`src/rtl/zeroriscy_d_loader.sv`:
```
// Boot-time program loader in front of the data SRAM port; transparent core pass-through when idle.
// Optional trailing checksum byte and ld_err reporting are enabled by defining LOADER_CHECKSUM_EN.
module zeroriscy_d_loader #(
   parameter int ADDR_W = 32
) (
   input  logic              clk,
   input  logic              rst_n,
   input  logic              ld_valid,
   input  logic [7:0]        ld_data,
   output logic              ld_ready,
   output logic              ld_busy,
   output logic              ld_done,
   output logic              ld_err,
   output logic              core_hold,
   input  logic              c_req,
   input  logic              c_we,
   input  logic [3:0]        c_be,
   input  logic [ADDR_W-1:0] c_addr,
   input  logic [31:0]       c_wdata,
   output logic [31:0]       c_rdata,
   output logic              c_gnt,
   output logic              c_rvalid,
   output logic              c_err,
   output logic              m_req,
   output logic              m_we,
   output logic [3:0]        m_be,
   output logic [ADDR_W-1:0] m_addr,
   output logic [31:0]       m_wdata,
   input  logic [31:0]       m_rdata,
   input  logic              m_gnt,
   input  logic              m_rvalid,
   input  logic              m_err
);

   typedef enum logic [2:0] {
      S_IDLE,
      S_HDR,
      S_DATA,
      S_WRITE,
      S_CKSUM,
      S_DONE
   } state_t;

`ifdef LOADER_CHECKSUM_EN
   localparam state_t END_STATE = S_CKSUM;
`else
   localparam state_t END_STATE = S_DONE;
`endif

   state_t            state, state_nx;
   logic [2:0]        hdr_cnt;
   logic [55:0]       hdr_sr;
   logic [ADDR_W-1:0] cur_addr;
   logic [31:0]       remaining;
   logic [7:0]        data_byte;
   logic              hold;
   logic              owner_ldr;
   logic              accept;
   logic [31:0]       len_full;

   // Header bytes shift in from the top, so after seven bytes byte 0 sits in bits [7:0].
   assign accept   = ld_valid & ld_ready;
   assign len_full = {ld_data, hdr_sr[55:32]};

   assign ld_ready  = (state == S_IDLE) || (state == S_HDR) || (state == S_DATA) || (state == S_CKSUM);
   assign ld_busy   = (state != S_IDLE) && (state != S_DONE);
   assign ld_done   = (state == S_DONE);
   assign core_hold = hold;

   always_comb begin
      state_nx = state;
      case (state)
         S_IDLE:  if (accept) state_nx = S_HDR;
         S_HDR:   if (accept && hdr_cnt == 3'd7) state_nx = (len_full == 32'd0) ? END_STATE : S_DATA;
         S_DATA:  if (accept) state_nx = S_WRITE;
         S_WRITE: if (m_gnt) state_nx = (remaining == 32'd1) ? END_STATE : S_DATA;
         S_CKSUM: if (accept) state_nx = S_DONE;
         S_DONE:  state_nx = S_IDLE;
         default: state_nx = S_IDLE;
      endcase
   end

   always_ff @(posedge clk or negedge rst_n) begin
      if (!rst_n) begin
         state     <= S_IDLE;
         hdr_cnt   <= 3'd0;
         hdr_sr    <= 56'd0;
         cur_addr  <= '0;
         remaining <= 32'd0;
         data_byte <= 8'd0;
         hold      <= 1'b1;
         owner_ldr <= 1'b0;
      end else begin
         state <= state_nx;
         // Remember who issued each granted request so the response goes back to the right master.
         if (m_req && m_gnt) owner_ldr <= (state != S_IDLE);
         case (state)
            S_IDLE: begin
               if (accept) begin
                  hdr_sr  <= {ld_data, hdr_sr[55:8]};
                  hdr_cnt <= 3'd1;
               end
            end
            S_HDR: begin
               if (accept) begin
                  hdr_sr  <= {ld_data, hdr_sr[55:8]};
                  hdr_cnt <= hdr_cnt + 3'd1;
                  if (hdr_cnt == 3'd7) begin
                     cur_addr  <= ADDR_W'(hdr_sr[31:0]);
                     remaining <= len_full;
                  end
               end
            end
            S_DATA: begin
               if (accept) data_byte <= ld_data;
            end
            S_WRITE: begin
               if (m_gnt) begin
                  cur_addr  <= cur_addr + ADDR_W'(1);
                  remaining <= remaining - 32'd1;
               end
            end
            S_DONE: begin
               if (!ld_err) hold <= 1'b0;
            end
            default: ;
         endcase
      end
   end

`ifdef LOADER_CHECKSUM_EN
   logic [7:0] sum;
   logic [7:0] sum_total;
   logic       err;

   assign sum_total = sum + ld_data;

   // Running sum over header and payload; the trailing byte must bring the total to zero.
   always_ff @(posedge clk or negedge rst_n) begin
      if (!rst_n) begin
         sum <= 8'd0;
         err <= 1'b0;
      end else if (accept) begin
         if (state == S_IDLE) begin
            sum <= ld_data;
            err <= 1'b0;
         end else if (state == S_CKSUM) begin
            if (sum_total != 8'd0) err <= 1'b1;
         end else begin
            sum <= sum_total;
         end
      end
   end

   assign ld_err = err;
`else
   assign ld_err = 1'b0;
`endif

   always_comb begin
      m_req   = 1'b0;
      m_we    = 1'b0;
      m_be    = 4'd0;
      m_addr  = cur_addr;
      m_wdata = {4{data_byte}};
      c_gnt   = 1'b0;
      case (state)
         S_IDLE: begin
            m_req   = c_req;
            m_we    = c_we;
            m_be    = c_be;
            m_addr  = c_addr;
            m_wdata = c_wdata;
            c_gnt   = m_gnt;
         end
         S_WRITE: begin
            m_req = 1'b1;
            m_we  = 1'b1;
            m_be  = 4'b0001 << cur_addr[1:0];
         end
         default: ;
      endcase
   end

   assign c_rvalid = m_rvalid & ~owner_ldr;
   assign c_err    = m_rvalid & ~owner_ldr & m_err;
   assign c_rdata  = m_rdata;

endmodule

```
`config.mk`:
```
export PLATFORM = sky130hd
export DESIGN_NAME = zeroriscy_d_loader
export DESIGN_NICKNAME = d
export VERILOG_FILES = /design/src/rtl/zeroriscy_d_loader.sv
export SDC_FILE = /design/constraint.sdc
export NUM_CORES = 1
export LEC_CHECK = 0
export CORE_UTILIZATION = 50
export CTS_CLUSTER_DIAMETER = 50
export DETAILED_ROUTE_END_ITERATION = 8
export PLACE_DENSITY = 0.83
export SYNTH_ARGS = -nofsm -noshare
export SYNTH_HDL_FRONTEND = slang
export SYNTH_SLANG_ARGS = --single-unit
```
`constraint.sdc`:
```
create_clock -name clk -period 6.5 [get_ports clk]
set_input_delay 0.975 -clock clk [delete_from_list [all_inputs] [get_ports clk]]
set_output_delay 0.975 -clock clk [all_outputs]
set_load 0.03 [all_outputs]
```
==> impl_metrics.py, run 1 <==
metrics = {
    "run_status": {
        "outcome": "finished, final reports clean",
    },
    "floorplan": {
        "die_h_um": 128,
        "fp.dieW_um": 128,
        "core_um2": 15300,
        "rows": 45,
        "dieArea_um2": 16300,
        "ios": 226,
        "initial_core_util_pct": 51.7,
    },
    "worst_setup_path": {
        "cp.required_ns": 5.52,
        "worstPathArrival_ns": 3.24,
        "crit_type": "flip-flop to output pin",
        "r2r_slack_ns": 3.03,
        "crit_path_end_kind": "output pin",
        "start_kind": "flip-flop",
        "ff2ff_path_depth": 6,
        "crit_fanout": 62,
    },
    "placement": {
        "dpl_cell_area_um2": 9420,
        "gp_congestion": 0.891,
        "hpwlAfterDp_mm": 15.8,
        "io_buffer_count": 160,
    },
    "cells_and_area": {
        "design_area_um2": 10100,
        "diodes": 0,
        "nets": 1064,
        "area_growth_pct": 27.7,
        "layout-drive-gt1-share_pct": 15.4,
        "utilization_pct": 66.0,
        "n_fill_cell": 1171,
    },
    "timing": {
        "hold_violations": 0,
        "grt_setup_unrepaired": "false",
        "timing.fmax_mhz": 237,
        "slew_violations": 0,
        "setup_viol_count_final": 0,
        "finalClockSkew_ns": 0.00909,
        "tightest_slew_ns": 1.22,
        "relSlewSlack_pct": 18.3,
        "fin_crit_ns": 4.21,
        "timing.final.crit_share_pct": 64.8,
        "fin_setup_tns_ns": 0,
    },
    "routing": {
        "wl_mm": 23.7,
        "vias": 7406,
        "drt-vias-per-instance": 6.37,
        "wl_per_cell_um": 20.4,
        "drtPass1Iterations": 8,
        "antenna_left": 0,
        "drc": 0,
        "drt_iter0_drc": 1032,
    },
    "power": {
        "max-vdd-ir-drop_mv": 0.227,
        "p_per_area_nw_per_um2": 492,
        "power.leakage_nw": 4.04,
    },
    "global_route": {
        "overflow": 0,
        "grt_max_degree": 72,
        "grt_pass1_wl_mm": 36.7,
        "grt_usage_pct": 28.7,
        "first_global_vias": 6880,
        "antenna_found_initial": 0,
    },
    "synthesis": {
        "syn_area_per_cell_um2": 9.48,
        "synth_cell_types": 64,
        "synth_flop_cell": "dfrtp_1",
        "synth-seq-cells": 136,
        "yosysSeqAreaShare_pct": 43.0,
        "synth_area_um2": 7920,
        "async_flop_share_pct": 100,
        "synthCells": 835,
        "synth_edf_count": 0,
        "synth_fp_nets": 959,
        "yosys_warnings": 0,
    },
    "clock_tree": {
        "post-cts-setup-buffers": 0,
        "h-tree-depth": 4,
        "root_buffer": "clkbuf_16",
        "clockBufferDepth": 2,
        "clkLatencyLatePin_ns": 0.41,
        "cts_tree": "built",
        "ctsHoldBuffers": 0,
        "cts_buffers": 17,
        "cts_sinks": 136,
        "cts.reportedPaths.clkPinSlew_ns": 0.06,
        "cts_resized": 0,
    },
    "min_path": {
        "hp-class": "flip-flop to flip-flop",
        "hold_depth": 1,
    },
    "flow_run": {
        "cap_violations": 0,
    },
}
## report_power, final
part           total (W)  switching (W)  internal (W)  leakage (nW)
Clock            0.00113       0.000361      0.000767         0.329
Sequential       0.00166       0.000453       0.00121          1.56
Combinational    0.00219        0.00122      0.000974          2.15
Total            0.00498        0.00203       0.00295          4.04
## synth_stat cells (3+ instances only)
master,n,area share [%]
and3_1,10,0.79
a22o_1,4,0.44
nand2b_1,4,0.32
o211ai_1,3,0.28
o31ai_1,4,0.38
nor2_1,67,3.2
o32ai_1,7,0.77
ha_1,8,1.3
o21ai_0,41,2.6
inv_1,19,0.90
nor3b_1,3,0.28
dfrtp_1,135,43
a21o_1,34,3.2
buf_1,10,0.47
o311a_1,3,0.38
nand2_1,54,2.6
o22a_1,6,0.66
nor3_1,29,1.8
nand3_1,30,1.9
nor2b_1,11,0.87
mux2_2,87,12
or3_1,9,0.71
a2bb2oi_1,3,0.33
nor3_2,3,0.38
and4_1,6,0.66
a211oi_1,9,0.85
a31oi_1,6,0.47
a311oi_1,10,1.1
o22ai_1,15,1.2
a21oi_1,58,3.7
a41oi_1,3,0.33
buf_4,34,3.2
and2_1,5,0.40
buf_2,3,0.19
o21a_1,3,0.28
nand4_1,15,1.2
clkbuf_1,36,1.7
nor4_1,15,1.2
## kinds of logic after synthesis
group                      Yosys count  synth area share [%]
muxes                               89                  12.6
and+or+nand+nor                    276                  18.0
other                                1                0.0474
DFF                                136                  43.0
adders and majority gates            8                  1.26
buffers and inverters              102                  6.49
AOI/OAI and AO/OA                  223                  18.5
## critical path, cell delays in order, from the launching register on
cell and delay (ns):
dfrtp_2 1.10, inv_1 0.58, and3_1 0.38, nor2_1 0.09, clkdlybuf4s50_1 0.67
## layout by cell type, fill, tap and decap left out, drive strengths merged, types with 11 or more instances in the layout
cell type / count
nor2: 67
nor4: 16
nand4: 15
a21o: 34
a21oi: 58
dfrtp: 135
nor2b: 11
nor3: 33
nand2: 54
o22ai: 15
o21ai: 42
clkbuf: 19
nand3: 30
clkdlybuf4s50: 159
inv: 19
mux2: 87
## per-stage QoR
step,hold slack [ns],instances,setup slack [ns],total power (W)
2_1_floorplan,0.446,835,3.53,0.00290
3_3_place_gp,0.464,1132,2.79,0.00373
3_5_place_dp,0.475,1132,2.72,0.00380
4_1_cts,0.485,1163,2.37,0.00495
5_1_grt,0.498,1163,2.19,0.00519
6_report,0.483,1163,2.29,0.00498
## sequential cells by signal, summed over array words and instances (netlist names)
signal / cells
cur_addr: 32
state: 3
owner_ldr: 1
remaining: 32
core_hold: 1
hdr_cnt: 3
data_byte: 8
hdr_sr: 56
## cell type report
type	instances	area, um2	share of cell area [%]
clock buffer	19	443	4.38
clock inverter	12	248	2.45
inverter	19	71.3	0.705
multi-input combinational	597	4010	39.7
sequential	136	3410	33.7
tap	211	264	2.61
timing repair buffer	169	1670	16.5
## layer usage
layer,GRT usage [%],part of all wire [%],up-vias
met3,6.43,10,74
li1,-,-,3269
met5,0,0,-
met1,38.4,40,3556
met2,46.3,47,507
met4,9.69,2.8,0
## path summary, 6_finish.rpt
check,start,to
setup reg to reg,state[1],remaining[28]
hold / removal,core_hold,core_hold
max in group asynchronous,rst_n,state[1]
min in group asynchronous,rst_n,hdr_sr[41]
hold reg to reg,core_hold,core_hold
setup / recovery,state[1],ld_busy
No activity file was read; power rests on OpenSTA's default activity.
==> inputs of run 2 (changes only) <==
- CORE_UTILIZATION: 50 -> 49
- PLACE_DENSITY: 0.83 -> 0.82
- clock period: 6.5 -> 4.05 ns (I/O delays scaled with it)
==> impl_metrics.py, run 2 (synthesis results as in run 1) <==
metrics = {
    "routing": {
        "drt_iter0_drc": 720,
        "drt-vias-per-instance": 6.21,
        "wl_per_cell_um": 19.7,
        "drtPass1Iterations": 7,
        "antenna_left": 0,
        "wl_mm": 23.2,
        "vias": 7315,
        "drc": 0,
    },
    "placement": {
        "gp_congestion": 0.880,
        "io_buffer_count": 160,
        "hpwlAfterDp_mm": 15.8,
    },
    "timing": {
        "tightest_slew_ns": 0.984,
        "timing.final.crit_share_pct": 79.2,
        "grt_setup_unrepaired": "false",
        "fin_crit_ns": 3.21,
        "relSlewSlack_pct": 34.4,
        "slew_violations": 0,
        "timing.fmax_mhz": 312,
        "finalClockSkew_ns": 0.00994,
        "setup_viol_count_final": 0,
        "hold_violations": 0,
        "fin_setup_tns_ns": 0,
    },
    "flow_run": {
        "cap_violations": 0,
    },
    "power": {
        "switching_power_w": 0.00324,
        "p_int_w": 0.00463,
        "seqPwrFrac_pct": 33.6,
        "p_per_area_nw_per_um2": 776,
        "swShare_pct": 41.2,
        "pwr-share-comb_pct": 44.7,
        "max-vdd-ir-drop_mv": 0.551,
        "power.share.clock_pct": 21.7,
        "finalPower_w": 0.00787,
        "power.leakage_nw": 4.05,
    },
    "worst_setup_path": {
        "cp.required_ns": 3.44,
        "crit_family": "buffers and inverters",
        "worstPathArrival_ns": 2.60,
        "crit_fanout": 89,
        "path_cells": "nor3_2 > buf_12 > mux2_2 > clkdlybuf4s50_1",
        "crit_path_end_kind": "output pin",
        "ff2ff_path_depth": 7,
        "cpPeakStageDelay_ns": 0.59,
        "crit_type": "flip-flop to output pin",
        "critPathSlowestCell": "clkdlybuf4s50_1",
        "cp.buffers_inverters": 2,
        "cp.depth": 4,
        "start_kind": "flip-flop",
    },
    "cells_and_area": {
        "utilization_pct": 64.1,
        "final_common_cell": "clkdlybuf4s50_1",
        "top_regs": "hdr_sr (56), cur_addr (32), remaining (32)",
        "top_register": "hdr_sr",
        "area_growth_pct": 28.1,
        "nets": 1071,
        "layout-drive-gt1-share_pct": 15.8,
        "final_cell_mix": "clkdlybuf4s50_1 (159), dfrtp_1 (135), mux2_2 (87), nor2_1 (67), a21oi_1 (58)",
        "largest_reg_flops": 56,
    },
    "clock_tree": {
        "post-cts-setup-buffers": 0,
        "cts_buffers": 17,
        "clkLatencyLatePin_ns": 0.43,
        "cts_resized": 0,
        "ctsHoldBuffers": 0,
        "cts_sinks": 136,
        "clockBufferDepth": 2,
        "root_buffer": "clkbuf_16",
        "cts_tree": "built",
        "cts.reportedPaths.clkPinSlew_ns": 0.06,
        "h-tree-depth": 4,
    },
    "floorplan": {
        "initial_core_util_pct": 50.0,
        "rows": 46,
        "core_um2": 15800,
        "fp.dieW_um": 129,
        "dieArea_um2": 16700,
        "die_h_um": 129,
        "ios": 226,
    },
    "global_route": {
        "overflow": 0,
        "grt_max_degree": 104,
        "grt_pass1_wl_mm": 36.2,
        "antenna_found_initial": 1,
        "first_global_vias": 6769,
        "grt_usage_pct": 28.2,
    },
    "min_path": {
        "hp-class": "input pin to asynchronous set/reset pin",
    },
    "run_status": {
        "outcome": "finished, final reports clean",
    },
}
run 2: worst paths after layout:
check	from	slack [ns]	end
worst max-delay path	state[0]	0.84	m_addr[10]
worst min-delay path	rst_n	0.28	hdr_sr[41]
worst max register to register	state[1]	1.36	cur_addr[22]
worst min register to register	owner_ldr	0.49	owner_ldr
max in group asynchronous	rst_n	2.88	remaining[25]
min in group clk	owner_ldr	0.49	owner_ldr
run 2: cell type report:
type / count / area (um2)
fillers: 1244 / 5680
multi-input cells: 597 / 4010
flip-flops and latches: 136 / 3400
repair buffers: 176 / 1740
clock buffers: 21 / 450
well taps: 216 / 270
clock inverters: 11 / 196
inverters: 19 / 71.3
diodes: 1 / 2.50
run 2: power by group through the flow:
stage	sequential [W]	clock, W	combinational [W]
floorplan	0.00235	0	0.00231
global placement	0.00261	0	0.00342
detailed placement	0.00263	0	0.00349
CTS	0.00262	0.00172	0.00351
global route	0.00272	0.00177	0.00375
finish	0.00265	0.00171	0.00352
run 2: stage by stage:
| stage | hold slack, ns | area [um2] | instances | worst slack [ns] |
|---|---|---|---|---|
| 2_1_floorplan | 0.312 | 7920 | 835 | 1.44 |
| 3_3_place_gp | 0.471 | 9490 | 1144 | 1.30 |
| 3_5_place_dp | 0.484 | 9490 | 1144 | 1.22 |
| 4_1_cts | 0.344 | 10100 | 1176 | 0.849 |
| 5_1_grt | 0.374 | 10100 | 1177 | 0.723 |
| 6_report | 0.275 | 10100 | 1177 | 0.842 |
run 2: per-layer routing:
layer	up-vias	part of all wire, %	GRT usage, %
met1	3515	41	38.3
met5	-	0	0
li1	3287	-	-
met2	455	47	43.5
met3	58	8.9	6.32
met4	0	2.8	11.7
==> inputs of run 3 (changes only) <==
- clock period: 4.05 -> 3 ns (I/O delays scaled with it)
==> impl_metrics.py, run 3 (synthesis results as in run 1) <==
metrics = {
    "worst_setup_path": {
        "r2r_slack_ns": 0.53,
        "rr_startpoint": "remaining[0]",
        "cp-startpoint": "state[0]",
        "crit_path_end_kind": "output pin",
        "ff2ff_path_depth": 7,
        "crit_end": "m_addr[10]",
        "worstPathArrival_ns": 2.43,
        "cp.required_ns": 2.55,
        "crit_type": "flip-flop to output pin",
        "crit_fanout": 31,
        "start_kind": "flip-flop",
        "r2r_end": "remaining[26]",
    },
    "placement": {
        "place_inst": 1151,
        "gp_congestion": 0.889,
        "hpwlAfterDp_mm": 15.9,
        "io_buffer_count": 160,
        "dpl_cell_area_um2": 9480,
    },
    "cells_and_area": {
        "layout-drive-gt1-share_pct": 20.6,
        "nets": 1078,
        "design_area_um2": 10100,
        "stdcell_count": 1183,
        "final_cell_mix": "dfrtp_1 (134), clkdlybuf4s50_1 (105), mux2_2 (87), nor2_1 (67), a21oi_1 (58)",
        "area_growth_pct": 27.6,
        "largest_reg_flops": 56,
        "top_register": "hdr_sr",
        "diodes": 0,
        "top_regs": "hdr_sr (56), cur_addr (32), remaining (32)",
        "final_common_cell": "dfrtp_1",
    },
    "power": {
        "switching_power_w": 0.00437,
        "max-vdd-ir-drop_mv": 0.710,
        "p_per_area_nw_per_um2": 1010,
        "swShare_pct": 42.7,
        "p_int_w": 0.00586,
        "seqPwrFrac_pct": 34.9,
        "power.share.clock_pct": 19.5,
        "power.leakage_nw": 4.26,
        "pwr-share-comb_pct": 45.7,
    },
    "global_route": {
        "grt_usage_pct": 28.6,
        "overflow": 0,
        "first_global_vias": 6773,
        "antenna_found_initial": 0,
        "grt_max_degree": 68,
        "grt_pass1_wl_mm": 36.5,
    },
    "routing": {
        "met2WireLength_mm": 10.8,
        "antenna_left": 0,
        "met1_length_mm": 9.61,
        "vias": 7266,
        "wl_mm": 23.3,
        "dr_wl_met3_mm": 2.15,
        "wl_per_cell_um": 19.7,
        "drt-vias-per-instance": 6.14,
        "drt_iter0_drc": 800,
        "top_layer": "met4",
        "drtPass1Iterations": 5,
        "drc": 0,
    },
    "clock_tree": {
        "clockBufferDepth": 2,
        "cts_tree": "built",
        "h-tree-depth": 4,
        "clkLatencyLatePin_ns": 0.43,
        "post-cts-setup-buffers": 0,
        "ctsHoldBuffers": 0,
        "cts_buffers": 17,
        "cts_sinks": 136,
        "root_buffer": "clkbuf_16",
        "cts.reportedPaths.clkPinSlew_ns": 0.06,
    },
    "timing": {
        "tightest_slew_ns": 0.697,
        "hold_violations": 0,
        "timing.fmax_mhz": 347,
        "finalClockSkew_ns": 0.0210,
        "setup_viol_count_final": 0,
        "grt_setup_unrepaired": "false",
        "relSlewSlack_pct": 53.4,
        "slew_violations": 0,
        "fin_setup_tns_ns": 0,
        "timing.final.crit_share_pct": 96.0,
        "fin_crit_ns": 2.88,
    },
    "min_path": {
        "hp-class": "input pin to asynchronous set/reset pin",
    },
    "floorplan": {
        "ios": 226,
        "dieArea_um2": 16700,
        "initial_core_util_pct": 50.0,
        "fp.dieW_um": 129,
        "core_um2": 15800,
        "rows": 46,
        "die_h_um": 129,
    },
    "run_status": {
        "outcome": "finished, final reports clean",
    },
    "flow_run": {
        "cap_violations": 0,
    },
}
==> run 3: worst max-delay path: stages (launching register included) <==
cell and delay [ns]:
dfrtp_2 0.49, nor3_4 0.29, buf_8 0.25, mux2_2 0.37, clkdlybuf4s50_1 0.59
==> run 3: through the flow <==
stage	worst slack (ns)	util, %	total power (W)	hold slack [ns]
3_5_place_dp	0.333	59.9	0.00817	0.467
6_report	0.121	63.8	0.0102	0.0132
4_1_cts	0.00719	63.5	0.0102	0.0379
5_1_grt	0.0384	63.8	0.0107	0.0682
2_1_floorplan	0.550	-	0.00628	0.154
3_3_place_gp	0.404	59.9	0.00805	0.461
==> run 3: area by class of cell <==
class	count	area (um2)
inverter	19	71.3
tap	216	270
sequential	136	3410
timing repair buffer	183	1770
multi-input combinational	597	4020
fill	1239	5720
clock inverter	10	95.1
clock buffer	22	474
==> run 3: power by group through the flow <==
| stage | sequential (W) | clock, W | combinational [W] |
|---|---|---|---|
| after floorplan | 0.00317 | 0 | 0.00311 |
| after global placement | 0.00351 | 0 | 0.00454 |
| after detailed placement | 0.00354 | 0 | 0.00463 |
| after CTS | 0.00353 | 0.00202 | 0.00467 |
| after global routing | 0.00366 | 0.00209 | 0.00498 |
| final | 0.00356 | 0.00199 | 0.00467 |
==> run 3: how the worst min path moves through the flow <==
stage                                to  slack [ns]  cells past startpoint
final                     remaining[13]        0.01                      1
after global routing      remaining[13]        0.07                      1
after CTS                    hdr_sr[41]        0.04                      1
after detailed placement      owner_ldr        0.47                      1
after global placement        owner_ldr        0.46                      1
after floorplan             cur_addr[0]        0.15                      0
==> run 3: per-layer routing <==
| metal | vias to the layer above | global-route usage, % |
|---|---|---|
| met5 | - | 0 |
| met4 | 0 | 13.2 |
| met3 | 60 | 7.43 |
| met2 | 401 | 43.4 |
| met1 | 3499 | 38.3 |
| li1 | 3306 | - |
==> run 3: what timing repair did <==
action | CTS | global route
resized for setup | 2 | 19
setup endpoints to repair | 15 | 28
pin swaps | 0 | 0
